## src/rtl/main_control_nch_pkg.sv

```systemverilog
// Shared definitions for the N-channel correlator main control.
// Holds the controller state encoding (IDLE=0 .. FAILURE=4, 3-bit).
package main_control_nch_pkg;

  localparam int STATE_W = 3;

  typedef enum logic [STATE_W-1:0] {
    ST_IDLE      = 3'd0,
    ST_FLUSH     = 3'd1,
    ST_WAIT_DATA = 3'd2,
    ST_COMPUTE   = 3'd3,
    ST_FAILURE   = 3'd4
  } state_t;

endpackage

```

## src/rtl/main_control_nch_ctl_timeout_counter.sv

```systemverilog
// Watchdog counter for the correlator main control.
// Counts enabled cycles since the last clear and flags expiry when the
// count reaches limit-1. A limit of 0 disables the watchdog. The count
// saturates at all-ones so a long wait with the watchdog off never wraps.
// Ports:
//   clk     in  1      rising-edge clock
//   rst     in  1      synchronous active-high reset
//   clear   in  1      force count to 0 on the next edge (wins over enable)
//   enable  in  1      count this cycle
//   limit   in  TMO_W  timeout value, 0 = off
//   expired out 1      combinational: limit!=0 && count==limit-1
module ctl_timeout_counter #(
  parameter int TMO_W = 16
) (
  input  logic             clk,
  input  logic             rst,
  input  logic             clear,
  input  logic             enable,
  input  logic [TMO_W-1:0] limit,
  output logic             expired
);

  logic [TMO_W-1:0] cnt;

  // NOTE: sequential state uses non-blocking assignments so every flop
  // samples pre-edge values regardless of statement order.
  always_ff @(posedge clk) begin
    if (rst || clear) begin
      cnt <= '0;
    end else if (enable && (cnt != '1)) begin
      cnt <= cnt + TMO_W'(1);
    end
  end

  assign expired = (limit != '0) && (cnt == (limit - TMO_W'(1)));

endmodule

```

## src/rtl/main_control_nch.sv

```systemverilog
// Correlator main control for N_CH input FIFOs read in lock-step.
// Sequence: IDLE -> FLUSH (fifo_rst/clr held FLUSH_CYC cycles) ->
// WAIT_DATA <-> COMPUTE, ending on sample count, done or stop.
// A no-data watchdog in WAIT_DATA drives the sticky FAILURE state.
// Ports:
//   clk, rst     clock and synchronous active-high reset
//   start        begin a run (IDLE only)
//   stop         abort run / leave FAILURE
//   done         external end-of-run from the correlator
//   empty        per-channel FIFO empty flags
//   n_samples    reads per run, 0 = unlimited
//   tmo_cycles   max consecutive no-read cycles in WAIT_DATA, 0 = off
//   fifo_read    combinational read strobe to all FIFOs
//   fifo_rst/clr registered FIFO reset / datapath clear (high in FLUSH)
//   stall        registered ~fifo_read (data arrives one cycle after read)
//   failure      registered, high while in FAILURE
//   busy         any state other than IDLE
//   sample_cnt   reads issued in the current run
module main_control_nch
  import main_control_nch_pkg::*;
#(
  parameter int N_CH      = 2,
  parameter int CNT_W     = 32,
  parameter int TMO_W     = 16,
  parameter int FLUSH_CYC = 4
) (
  input  logic             clk,
  input  logic             rst,
  input  logic             start,
  input  logic             stop,
  input  logic             done,
  input  logic [N_CH-1:0]  empty,
  input  logic [CNT_W-1:0] n_samples,
  input  logic [TMO_W-1:0] tmo_cycles,
  output logic             fifo_read,
  output logic             fifo_rst,
  output logic             clr,
  output logic             stall,
  output logic             failure,
  output logic             busy,
  output logic [CNT_W-1:0] sample_cnt
);

  localparam int FC_W = (FLUSH_CYC > 1) ? $clog2(FLUSH_CYC) : 1;

  state_t          state, state_nxt;
  logic [FC_W-1:0] flush_cnt;
  logic            all_ok;
  logic            last;
  logic            flush_done;
  logic            wd_clear;
  logic            wd_enable;
  logic            wd_expired;

  assign all_ok     = (empty == '0);
  assign last       = (n_samples != '0) && (sample_cnt == (n_samples - CNT_W'(1)));
  assign flush_done = (flush_cnt == FC_W'(FLUSH_CYC - 1));
  assign busy       = (state != ST_IDLE);

  // A read needs every FIFO non-empty; stop, or done while computing,
  // suppresses the read in the same cycle.
  assign fifo_read = ((state == ST_WAIT_DATA) || (state == ST_COMPUTE)) && all_ok &&
                     !stop && !((state == ST_COMPUTE) && done);

  // Holding the watchdog in clear outside WAIT_DATA guarantees a zero
  // count on every entry; any read also restarts it.
  assign wd_clear  = (state != ST_WAIT_DATA) || fifo_read;
  assign wd_enable = (state == ST_WAIT_DATA);

  ctl_timeout_counter #(
    .TMO_W(TMO_W)
  ) u_watchdog (
    .clk    (clk),
    .rst    (rst),
    .clear  (wd_clear),
    .enable (wd_enable),
    .limit  (tmo_cycles),
    .expired(wd_expired)
  );

  // NOTE: next state gets a default before the case so no path leaves it
  // unassigned, which would otherwise infer a latch.
  always_comb begin
    state_nxt = state;
    unique case (state)
      ST_IDLE: begin
        if (start) state_nxt = ST_FLUSH;
      end
      ST_FLUSH: begin
        if (stop)            state_nxt = ST_IDLE;
        else if (flush_done) state_nxt = ST_WAIT_DATA;
      end
      ST_WAIT_DATA: begin
        // A read issued here can be the final one of the run after a
        // COMPUTE -> WAIT_DATA bounce, so honour last here as well.
        if (stop)            state_nxt = ST_IDLE;
        else if (all_ok)     state_nxt = last ? ST_IDLE : ST_COMPUTE;
        else if (wd_expired) state_nxt = ST_FAILURE;
      end
      ST_COMPUTE: begin
        if (stop || done)           state_nxt = ST_IDLE;
        else if (fifo_read && last) state_nxt = ST_IDLE;
        else if (!all_ok)           state_nxt = ST_WAIT_DATA;
      end
      ST_FAILURE: begin
        if (stop) state_nxt = ST_IDLE;
      end
      default: state_nxt = ST_IDLE;
    endcase
  end

  always_ff @(posedge clk) begin
    if (rst) begin
      state      <= ST_IDLE;
      flush_cnt  <= '0;
      sample_cnt <= '0;
      fifo_rst   <= 1'b0;
      clr        <= 1'b0;
      stall      <= 1'b1;
      failure    <= 1'b0;
    end else begin
      state    <= state_nxt;
      // Decoded from the next state so the flags line up with the state.
      fifo_rst <= (state_nxt == ST_FLUSH);
      clr      <= (state_nxt == ST_FLUSH);
      failure  <= (state_nxt == ST_FAILURE);
      stall    <= ~fifo_read;
      if ((state == ST_IDLE) && start) begin
        sample_cnt <= '0;
        flush_cnt  <= '0;
      end else begin
        if (fifo_read)          sample_cnt <= sample_cnt + CNT_W'(1);
        if (state == ST_FLUSH)  flush_cnt  <= flush_cnt + FC_W'(1);
      end
    end
  end

endmodule

```

## config.mk

```make
export PLATFORM = sky130hd
export DESIGN_NAME = main_control_nch
export DESIGN_NICKNAME = d
export VERILOG_FILES = /design/src/rtl/main_control_nch_pkg.sv /design/src/rtl/main_control_nch_ctl_timeout_counter.sv /design/src/rtl/main_control_nch.sv
export SDC_FILE = /design/constraint.sdc
export NUM_CORES = 1
export LEC_CHECK = 0
export ABC_AREA = 1
export CAP_MARGIN = 20
export CORE_ASPECT_RATIO = 0.5
export CORE_MARGIN = 4
export CORE_UTILIZATION = 40
export CTS_BUF_LIST = sky130_fd_sc_hd__clkbuf_16
export CTS_CLUSTER_SIZE = 12
export DETAILED_ROUTE_END_ITERATION = 8
export GPL_TIMING_DRIVEN = 0
export PLACE_DENSITY = 0.72
export SLEW_MARGIN = 20
export SYNTH_ARGS = -nofsm -noshare
export SYNTH_HDL_FRONTEND = slang
export SYNTH_SLANG_ARGS = --single-unit
```

## constraint.sdc

```tcl
create_clock -name clk -period 2 [get_ports clk]
set_input_delay 0.2 -clock clk [delete_from_list [all_inputs] [get_ports clk]]
set_output_delay 0.2 -clock clk [all_outputs]
set_load 0.02 [all_outputs]
```

# Yosys cells after proc, flatten, opt, wreduce, memory -nomap -nowiden
# Cells that the tools add are included.
# Widths: inputs -> output; s select.
[word_totals]
wordCells = 57
ff_bits = 56
[classes]
n_bitwise = 1
mux = 12
n_reduce_logical = 21
n_addsub = 5
eq_ne = 11
[ops]
columns = ["cell", "n"]
rows = [
  ["$add 32x1->32 const B", 1],
  ["$eq 32x32->1", 1],
  ["$reduce_bool 32->1", 1],
  ["$sub 32x1->32 const B", 1],
  ["$mux 3", 10],
  ["$add 16x1->16 const B", 1],
  ["$eq 16x16->1", 1],
  ["$ne 16x16->1 const B", 1],
  ["$reduce_bool 16->1", 1],
  ["$sub 16x1->16 const B", 1],
  ["$pmux 3 s5", 1],
  ["$logic_and 1x1->1", 9],
  ["$eq 3x1->1 const B", 2],
  ["$eq 3x2->1 const B", 2],
  ["$eq 3x3->1 const B", 2],
  ["$logic_or 1x1->1", 4],
  ["$logic_not 3->1", 1],
  ["$ne 3x2->1 const B", 1],
  ["$reduce_bool 3->1", 1],
  ["$add 2x1->2 const B", 1],
  ["$eq 2x2->1 const B", 1],
  ["$logic_not 1->1", 2],
  ["$logic_not 2->1", 1],
  ["$mux 2", 1],
  ["other kinds (2)", 2],
]

# Depth between registers and ports, before layout
# Gate-level depths: netlist of the first run.
[logic_depth]
ltp_word = 10
depth_mapped = 19
mapped_depth_nobuf = 19

# Hierarchy
# A second synthesis of the first run with hierarchy kept.
[hier_totals]
cells_unflattened = 881
hier_area_um2 = 5151.2
[modules_own_cells]
columns = ["mod", "seq_area_each_um2", "cells_per_inst", "area_each_um2", "n_inst"]
rows = [
  ["main_control_nch", 800.8, 610, 3611.0, 1],
  ["ctl_timeout_counter", 320.3, 271, 1540.2, 1],
]

# Worst setup path before layout of the first run
# No wires, ideal clock.
[synth_timing]
path_type = "register -> register"
from = "reg sample_cnt[0]"
to = "reg sample_cnt[30]"
path_slack_ns = 0.025
t_arrival_ns = 1.860
stages_incl_launch_ff = 12
t_required_ns = 1.885
setup_time_ns = 0.115
n_path_buf = 0
cell_sequence = "dfxtp_1 -> ha_1 -> nand3_1 -> nor2_1 -> nand3_1 -> nor3_2 -> nand4_1 -> nor2_2 -> inv_1 -> nor2_1 -> a21oi_1 -> o21a_1"
[synth_between]
elab_chain_len = 1
[synth_lines]
columns = ["element", "line", "source"]
rows = [
  ["start: declaration", "main_control_nch.sv:41", "output logic [CNT_W-1:0] sample_cnt"],
  ["start signal: assignment", "main_control_nch.sv:132", "if (fifo_read) sample_cnt <= sample_cnt + CNT_W'(1);"],
  ["$add 32x1->32", "main_control_nch.sv:132", ""],
]
# No other way between the ends.
# A chain may end at the register's enable or synchronous reset.

# Final worst setup path of the first run
[layout_timing]
from = "reg state[2]"
to = "reg sample_cnt[25]"
[layout_between]
elab_chain_len = 5
word_cells_on_any_way = 11
cone_classes = "2 x eq/ne; 9 x reduce/logical"
[layout_lines]
columns = ["element", "line", "source"]
rows = [
  ["start: declaration", "main_control_nch.sv:46", "state_t state, state_nxt;"],
  ["start signal: assignment", "main_control_nch.sv:122", "state <= state_nxt;"],
  ["$eq 3x2->1 (on tied branches)", "main_control_nch.sv:62, main_control_nch.sv:63", ""],
  ["$logic_or 1x1->1", "main_control_nch.sv:62", "assign fifo_read = ((state == ST_WAIT_DATA) || (state == ST_COMPUTE)) && all_ok &&"],
  ["$logic_and 1x1->1 (2 in series)", "main_control_nch.sv:62", ""],
  ["$logic_and 1x1->1", "main_control_nch.sv:63", "!stop && !((state == ST_COMPUTE) && done);"],
]
# Parallel ways exist; a longest one is shown, timed or not.

==> flow_metrics.py, run 1 <==
metrics = {
    "synth": {
        "seq_area_frac_synth_pct": 21.5,
        "synth_top_area_share_pct": 21.5,
        "yosysTopAreaCell": "dfxtp_1",
        "synth-edff-count": 0,
        "syn_area_um2": 5210,
        "synth_area_leaders": "dfxtp_1 (22%), nand2_1 (18%), nor2_1 (11%)",
        "synth.ff_latch_count": 56,
        "yosysWarningCount": 0,
        "synth.distinct_cells": 38,
        "synth_most_common_cell": "nand2_1",
        "synth_area_per_cell_um2": 5.76,
        "ys_top_cells_by_count": "nand2_1 (248), nor2_1 (159), inv_1 (115), nand3_1 (74), dfxtp_1 (56)",
        "synth_nets": 967,
        "async_reset_ff_share_pct": 0,
        "synth_flop_cell": "dfxtp_1",
        "syn_inst": 905,
    },
    "power": {
        "leakagePower_nw": 3.20,
        "p_sw_share_pct": 29.1,
        "design_power_total_mw": 2.70,
        "seq_power_share_pct": 41.1,
        "combinationalPowerShare_pct": 21.2,
        "p_int_mw": 1.92,
        "peakVddDrop_uv": 270,
        "power_density_nw_per_um2": 359,
        "switching_power_uw": 786,
        "p_clk_share_pct": 37.7,
    },
    "timing": {
        "fin_setup_tns_ns": -0.166,
        "grt_setup_unrepaired": "true",
        "maxSlewHeadroom_pct": 47.3,
        "fin_skew_ns": 0.00651,
        "period_needed_ns": 2.08,
        "setup_ws_ns": -0.0763,
        "hold_violations": 0,
        "fmax_mhz": 482,
        "tightest_slew_ns": 0.790,
        "min_period_over_period_pct": 104,
        "maxSlewViolCount": 0,
        "setup_viol": 4,
    },
    "route": {
        "drt_first_iter_violations": 585,
        "dr.pass1.iters": 5,
        "wirelength_um": 18700,
        "ant_nets": 0,
        "vias_per_cell": 5.26,
        "drcViolationCount": 0,
        "wl_per_cell_um": 15.3,
        "vias": 6406,
    },
    "setup_path": {
        "crit_chain": "inv_4 -> nand2_4 -> a21oi_4 -> nand2_4 -> nor2_4 -> nand3_4 -> nor3_4 -> nand4_1 -> buf_4 -> nor3_4 -> a21oi_1 -> o21a_1",
        "critPathKind": "flip-flop to flip-flop",
        "crit_buf_inv": 2,
        "cp_slowest_cell": "dfxtp_4",
        "crit_arrival_ns": 2.28,
        "worstPathRequired_ns": 2.20,
        "cpLargestDelayFamily": "simple AND/OR/NAND/NOR gates",
        "crit_path_max_incr_delay_ns": 0.36,
        "critPathLaunchType": "flip-flop",
        "end_kind": "flip-flop",
        "critical_path.max_fanout": 4,
    },
    "global_route": {
        "grt-ovfl-total": 0,
        "grt_max_degree": 17,
        "grt_pass1_vias": 5689,
        "antenna_found_initial": 0,
        "grt_util_all_layers_pct": 22.8,
        "grt_first_pass_wirelength_um": 27800,
    },
    "job": {
        "drv_cap": 0,
    },
    "layout": {
        "fin_cells": 1219,
        "area_delta_synth_final_pct": 44.7,
        "num_antenna_cells": 0,
        "postLayoutCoreUtil_pct": 59.4,
        "drive_gt1_share_pct": 25.5,
        "final_nets": 1110,
    },
    "clock_network": {
        "ctsHtreeMaxLevel": 2,
        "tritoncts": "yes",
        "cts_buffer_depth": 2,
        "clock_latency_ns": 0.30,
        "numCtsBuffers": 5,
        "clock_sinks": 56,
        "clockRootBuffer": "clkbuf_16",
        "hold_buffers": 0,
        "clkSlewWorstSetupHoldPaths_ns": 0.07,
    },
    "die": {
        "die_w_um": 169,
        "rows": 29,
        "pin_count": 93,
        "core_um2": 12700,
        "die-area_um2": 15000,
        "fp.dieH_um": 88.7,
        "start_util_pct": 41.0,
    },
    "outcome": {
        "status": "finished, violations left",
        "violations": "setup timing",
    },
    "worst_hold_path": {
        "hp-class": "flip-flop to flip-flop",
    },
    "placed_design": {
        "dp_cells": 1167,
        "numPortBuffers": 92,
        "place_congestion": 0.955,
        "hpwlAfterDp_um": 13700,
    },
}
-- stage by stage --
stage	worst slack, ns	cell area [um2]	hold WS, ns
finish	-0.0763	7540	0.473
floorplan	0.0253	5210	0.269
detailed placement	-0.776	6340	0.464
CTS	-0.130	6940	0.474
global placement	-0.784	6340	0.454
global route	-0.197	7540	0.505
-- area by class of cell --
| cell class | count | area [um2] |
|---|---|---|
| inverters | 120 | 462 |
| repair buffers | 137 | 1190 |
| fillers | 1167 | 5160 |
| well taps | 170 | 213 |
| flip-flops and latches | 56 | 1170 |
| multi-input cells | 721 | 4310 |
| clock inverters | 3 | 38.8 |
| plain buffers | 7 | 38.8 |
| clock buffers | 5 | 125 |
-- layer usage --
layer	vias up	share of wire, %	global-route usage (%)
li1	3183	-	-
met1	2971	45	30.8
met2	227	47	39.0
met3	25	7.0	4.24
met4	0	1.5	4.09
met5	-	0	0
-- repair_timing --
action,4_1_cts,5_1_grt
endpoints found under the setup margin,22,37
buffers inserted,19,26
pin swaps,36,71
cloned,1,0
gates resized for setup,134,176
-- tightest hold or removal path, delay by kind of cell, from the launching register on --
family / cells / cell delay, ns
flip-flops: 1 / 0.32
AO/OA/AOI/OAI: 1 / 0.05
AND/OR/NAND/NOR: 1 / 0.06
-- kinds of logic after synthesis --
kind of cell               Yosys count  synth area share [%]
and+or+nand+nor                    581                  50.3
DFF                                 56                  21.5
xor gates and xnor gates            49                  8.50
buffers and inverters              129                  9.39
AOI/OAI and AO/OA                   83                  8.64
adders and majority gates            7                  1.68
-- registers in the layout, summed over array words and instances, names as in the netlist --
register	cells
flush_cnt	2
clr	1
failure	1
u_watchdog.cnt	16
stall	1
sample_cnt	32
state	3
-- path summary, 6_finish.rpt --
check                                      end  slack, ns         start  depth (start not counted)
worst min-delay path              flush_cnt[1]       0.47  flush_cnt[1]                          2
worst max register to register  sample_cnt[25]      -0.08      state[2]                         12
worst min register to register    flush_cnt[1]       0.47  flush_cnt[1]                          2
worst max-delay path            sample_cnt[25]      -0.08      state[2]                         12
-- power groups by stage --
stage	Clock [mW]	Sequential, mW	Combinational, mW
after floorplan	0	1.15	0.260
after CTS	1.03	1.12	0.511
after global placement	0	1.15	0.485
after global routing	1.08	1.11	0.624
final	1.02	1.11	0.574
after detailed placement	0	1.15	0.490
-- layout by cell type, fill, tap and decap left out, types with 20 or more instances in the layout --
cell / count
nand2_2: 25
nor2_2: 46
nor3_1: 20
nor2_4: 35
o21ai_0: 24
clkdlybuf4s50_1: 49
nor2_1: 94
nand3_1: 60
nand2_1: 224
a21oi_1: 37
dfxtp_1: 38
inv_1: 104
nand4_1: 20
xor2_1: 29
buf_4: 43
Power figures use the tool's default switching activity.
==> run 2: changes to the inputs <==
--- a/config.mk
+++ b/config.mk
@@ -6,6 +6,7 @@
 export NUM_CORES = 1
 export LEC_CHECK = 0
 export ABC_AREA = 1
+export ABC_CLOCK_PERIOD_IN_PS = 2300
 export CAP_MARGIN = 20
 export CORE_ASPECT_RATIO = 0.5
 export CORE_MARGIN = 4
==> constraint.sdc (replaced) <==
create_clock -name clk -period 2.3 [get_ports clk]
set_input_delay 0.23 -clock clk [delete_from_list [all_inputs] [get_ports clk]]
set_output_delay 0.23 -clock clk [all_outputs]
set_load 0.02 [all_outputs]
==> flow_metrics.py, run 2 (synthesized netlist as in run 1, its figures left out) <==
metrics = {
    "power": {
        "p_int_mw": 1.67,
        "p_sw_share_pct": 27.6,
        "switching_power_uw": 639,
        "seq_power_share_pct": 42.1,
        "leakagePower_nw": 2.97,
        "power_density_nw_per_um2": 334,
        "combinationalPowerShare_pct": 19.9,
        "peakVddDrop_uv": 230,
        "p_clk_share_pct": 38.0,
    },
    "timing": {
        "maxSlewViolCount": 0,
        "maxSlewHeadroom_pct": 52.9,
        "fmax_mhz": 455,
        "grt_setup_unrepaired": "true",
        "period_needed_ns": 2.20,
        "hold_slack_ns": 0.473,
        "min_period_over_period_pct": 95.6,
        "hold_violations": 0,
        "tightest_slew_ns": 0.707,
        "setup_ws_ns": 0.102,
        "fin_skew_ns": 0.00769,
        "setup_viol": 0,
    },
    "die": {
        "rows": 29,
        "die-area_um2": 15000,
        "fp.dieH_um": 88.7,
        "die_w_um": 169,
        "start_util_pct": 41.0,
        "pin_count": 93,
        "core_um2": 12700,
    },
    "layout": {
        "final_common_cell": "nand2_1",
        "largest_reg_flops": 32,
        "drive_gt1_share_pct": 12.6,
        "area_delta_synth_final_pct": 32.8,
        "num_antenna_cells": 0,
        "fillerInstances": 1235,
        "largest_register": "sample_cnt",
        "layout_common_cells": "nand2_1 (242), nor2_1 (118), inv_1 (114)",
        "reg_top3": "sample_cnt x32, u_watchdog.cnt x16, state x3",
        "final_nets": 1080,
    },
    "global_route": {
        "grt_util_all_layers_pct": 21.9,
        "grt_first_pass_wirelength_um": 26700,
        "grt_pass1_vias": 5459,
        "grt_max_degree": 17,
        "grt-ovfl-total": 0,
        "antenna_found_initial": 0,
    },
    "setup_path": {
        "crit_buf_inv": 1,
        "crit_path_max_incr_delay_ns": 0.37,
        "cpLargestDelayFamily": "simple AND/OR/NAND/NOR gates",
        "crit_chain": "inv_4 -> nand2_2 -> a21oi_2 -> nand2_4 -> nor2_4 -> nand3_4 -> nor3_4 -> nand4_1 -> nor2_2 -> nand3_2 -> xor2_1 -> nor2_1",
        "crit_start": "state[2]",
        "crit_arrival_ns": 2.36,
        "end_kind": "flip-flop",
        "timing.rr.start": "state[2]",
        "critPathLaunchType": "flip-flop",
        "critPathKind": "flip-flop to flip-flop",
        "cp.depth": 12,
        "worstPathRequired_ns": 2.46,
        "cp_slowest_cell": "dfxtp_4",
        "reg2reg_depth": 12,
        "reg2reg_slack_ns": 0.10,
        "critical_path.max_fanout": 4,
        "r2r-end": "sample_cnt[29]",
        "crit_path_end": "sample_cnt[29]",
    },
    "route": {
        "wirelength_um": 17000,
        "vias": 6142,
        "dr.pass1.iters": 6,
        "ant_nets": 0,
        "drcViolationCount": 0,
        "vias_per_cell": 5.17,
        "drt_first_iter_violations": 517,
        "wl_per_cell_um": 14.3,
    },
    "clock_network": {
        "clock_latency_ns": 0.30,
        "clockRootBuffer": "clkbuf_16",
        "cts_buffer_depth": 2,
        "clkSlewWorstSetupHoldPaths_ns": 0.07,
        "tritoncts": "yes",
        "hold_buffers": 0,
        "clock_sinks": 56,
        "ctsHtreeMaxLevel": 2,
        "numCtsBuffers": 5,
    },
    "worst_hold_path": {
        "hp-class": "flip-flop to flip-flop",
    },
    "placed_design": {
        "place_congestion": 0.955,
        "numPortBuffers": 92,
        "post-place-ws_ns": -0.506,
        "hpwlAfterDp_um": 13700,
    },
    "outcome": {
        "status": "finished, final reports clean",
    },
    "job": {
        "drv_cap": 0,
    },
}
[run 2: worst min path at each step]
stage | startpoint | endpoint | slack, ns | cells after the start
6_report | flush_cnt[1] | flush_cnt[1] | 0.47 | 2
5_1_grt | flush_cnt[1] | flush_cnt[1] | 0.50 | 2
4_1_cts | flush_cnt[1] | flush_cnt[1] | 0.47 | 2
2_1_floorplan | rst | failure | 0.30 | 1
3_3_place_gp | flush_cnt[1] | flush_cnt[1] | 0.45 | 2
3_5_place_dp | flush_cnt[1] | flush_cnt[1] | 0.46 | 2
[run 2: power groups by stage]
stage	logic (mW)	registers [mW]	clock network (mW)
detailed placement	0.426	0.998	0
global route	0.506	0.975	0.936
global placement	0.422	0.998	0
CTS	0.431	0.975	0.895
finish	0.459	0.974	0.878
floorplan	0.227	1.00	0
[run 2: metal layers]
metal	vias to the layer above	wire [um]	global-route usage, %
li1	3105	-	-
met1	2797	7810	29.9
met2	221	7670	36.8
met3	19	1360	4.02
met4	0	173	4.02
met5	-	0	0
[run 2: tightest hold or removal path: cells and delay by family (launching register included)]
kind / cells / cell delay [ns]
AOI/OAI and AO/OA: 1 / 0.05
DFF: 1 / 0.31
and+or+nand+nor: 1 / 0.06
[run 2: repair_timing]
| action | in CTS | in global routing |
|---|---|---|
| pin swaps | 5 | 23 |
| resized for setup | 21 | 87 |
| gates cloned | 0 | 0 |
| buffers inserted | 4 | 10 |
| setup endpoints to repair | 5 | 16 |
[run 2: cell type report]
| class | instances | area (um2) | area share [%] |
|---|---|---|---|
| Buffer | 9 | 38.8 | 0.560 |
| Timing Repair Buffer | 106 | 1070 | 15.4 |
| Tap cell | 170 | 213 | 3.07 |
| Multi-Input combinational cell | 720 | 3860 | 55.7 |
| Sequential cell | 56 | 1130 | 16.3 |
| Clock inverter | 3 | 38.8 | 0.560 |
| Clock buffer | 5 | 125 | 1.81 |
| Inverter | 120 | 453 | 6.54 |
[run 2: stage by stage]
| stage | area, um2 | cells | TNS, ns | total power [mW] | utilization (%) |
|---|---|---|---|---|---|
| 2_1_floorplan | 5210 | 905 | 0 | 1.23 | - |
| 3_3_place_gp | 6340 | 1167 | -2.84 | 1.42 | 50.0 |
| 3_5_place_dp | 6340 | 1167 | -3.26 | 1.42 | 50.0 |
| 4_1_cts | 6580 | 1179 | 0 | 2.30 | 51.8 |
| 5_1_grt | 6920 | 1189 | -0.102 | 2.42 | 54.5 |
| 6_report | 6920 | 1189 | 0 | 2.31 | 54.5 |
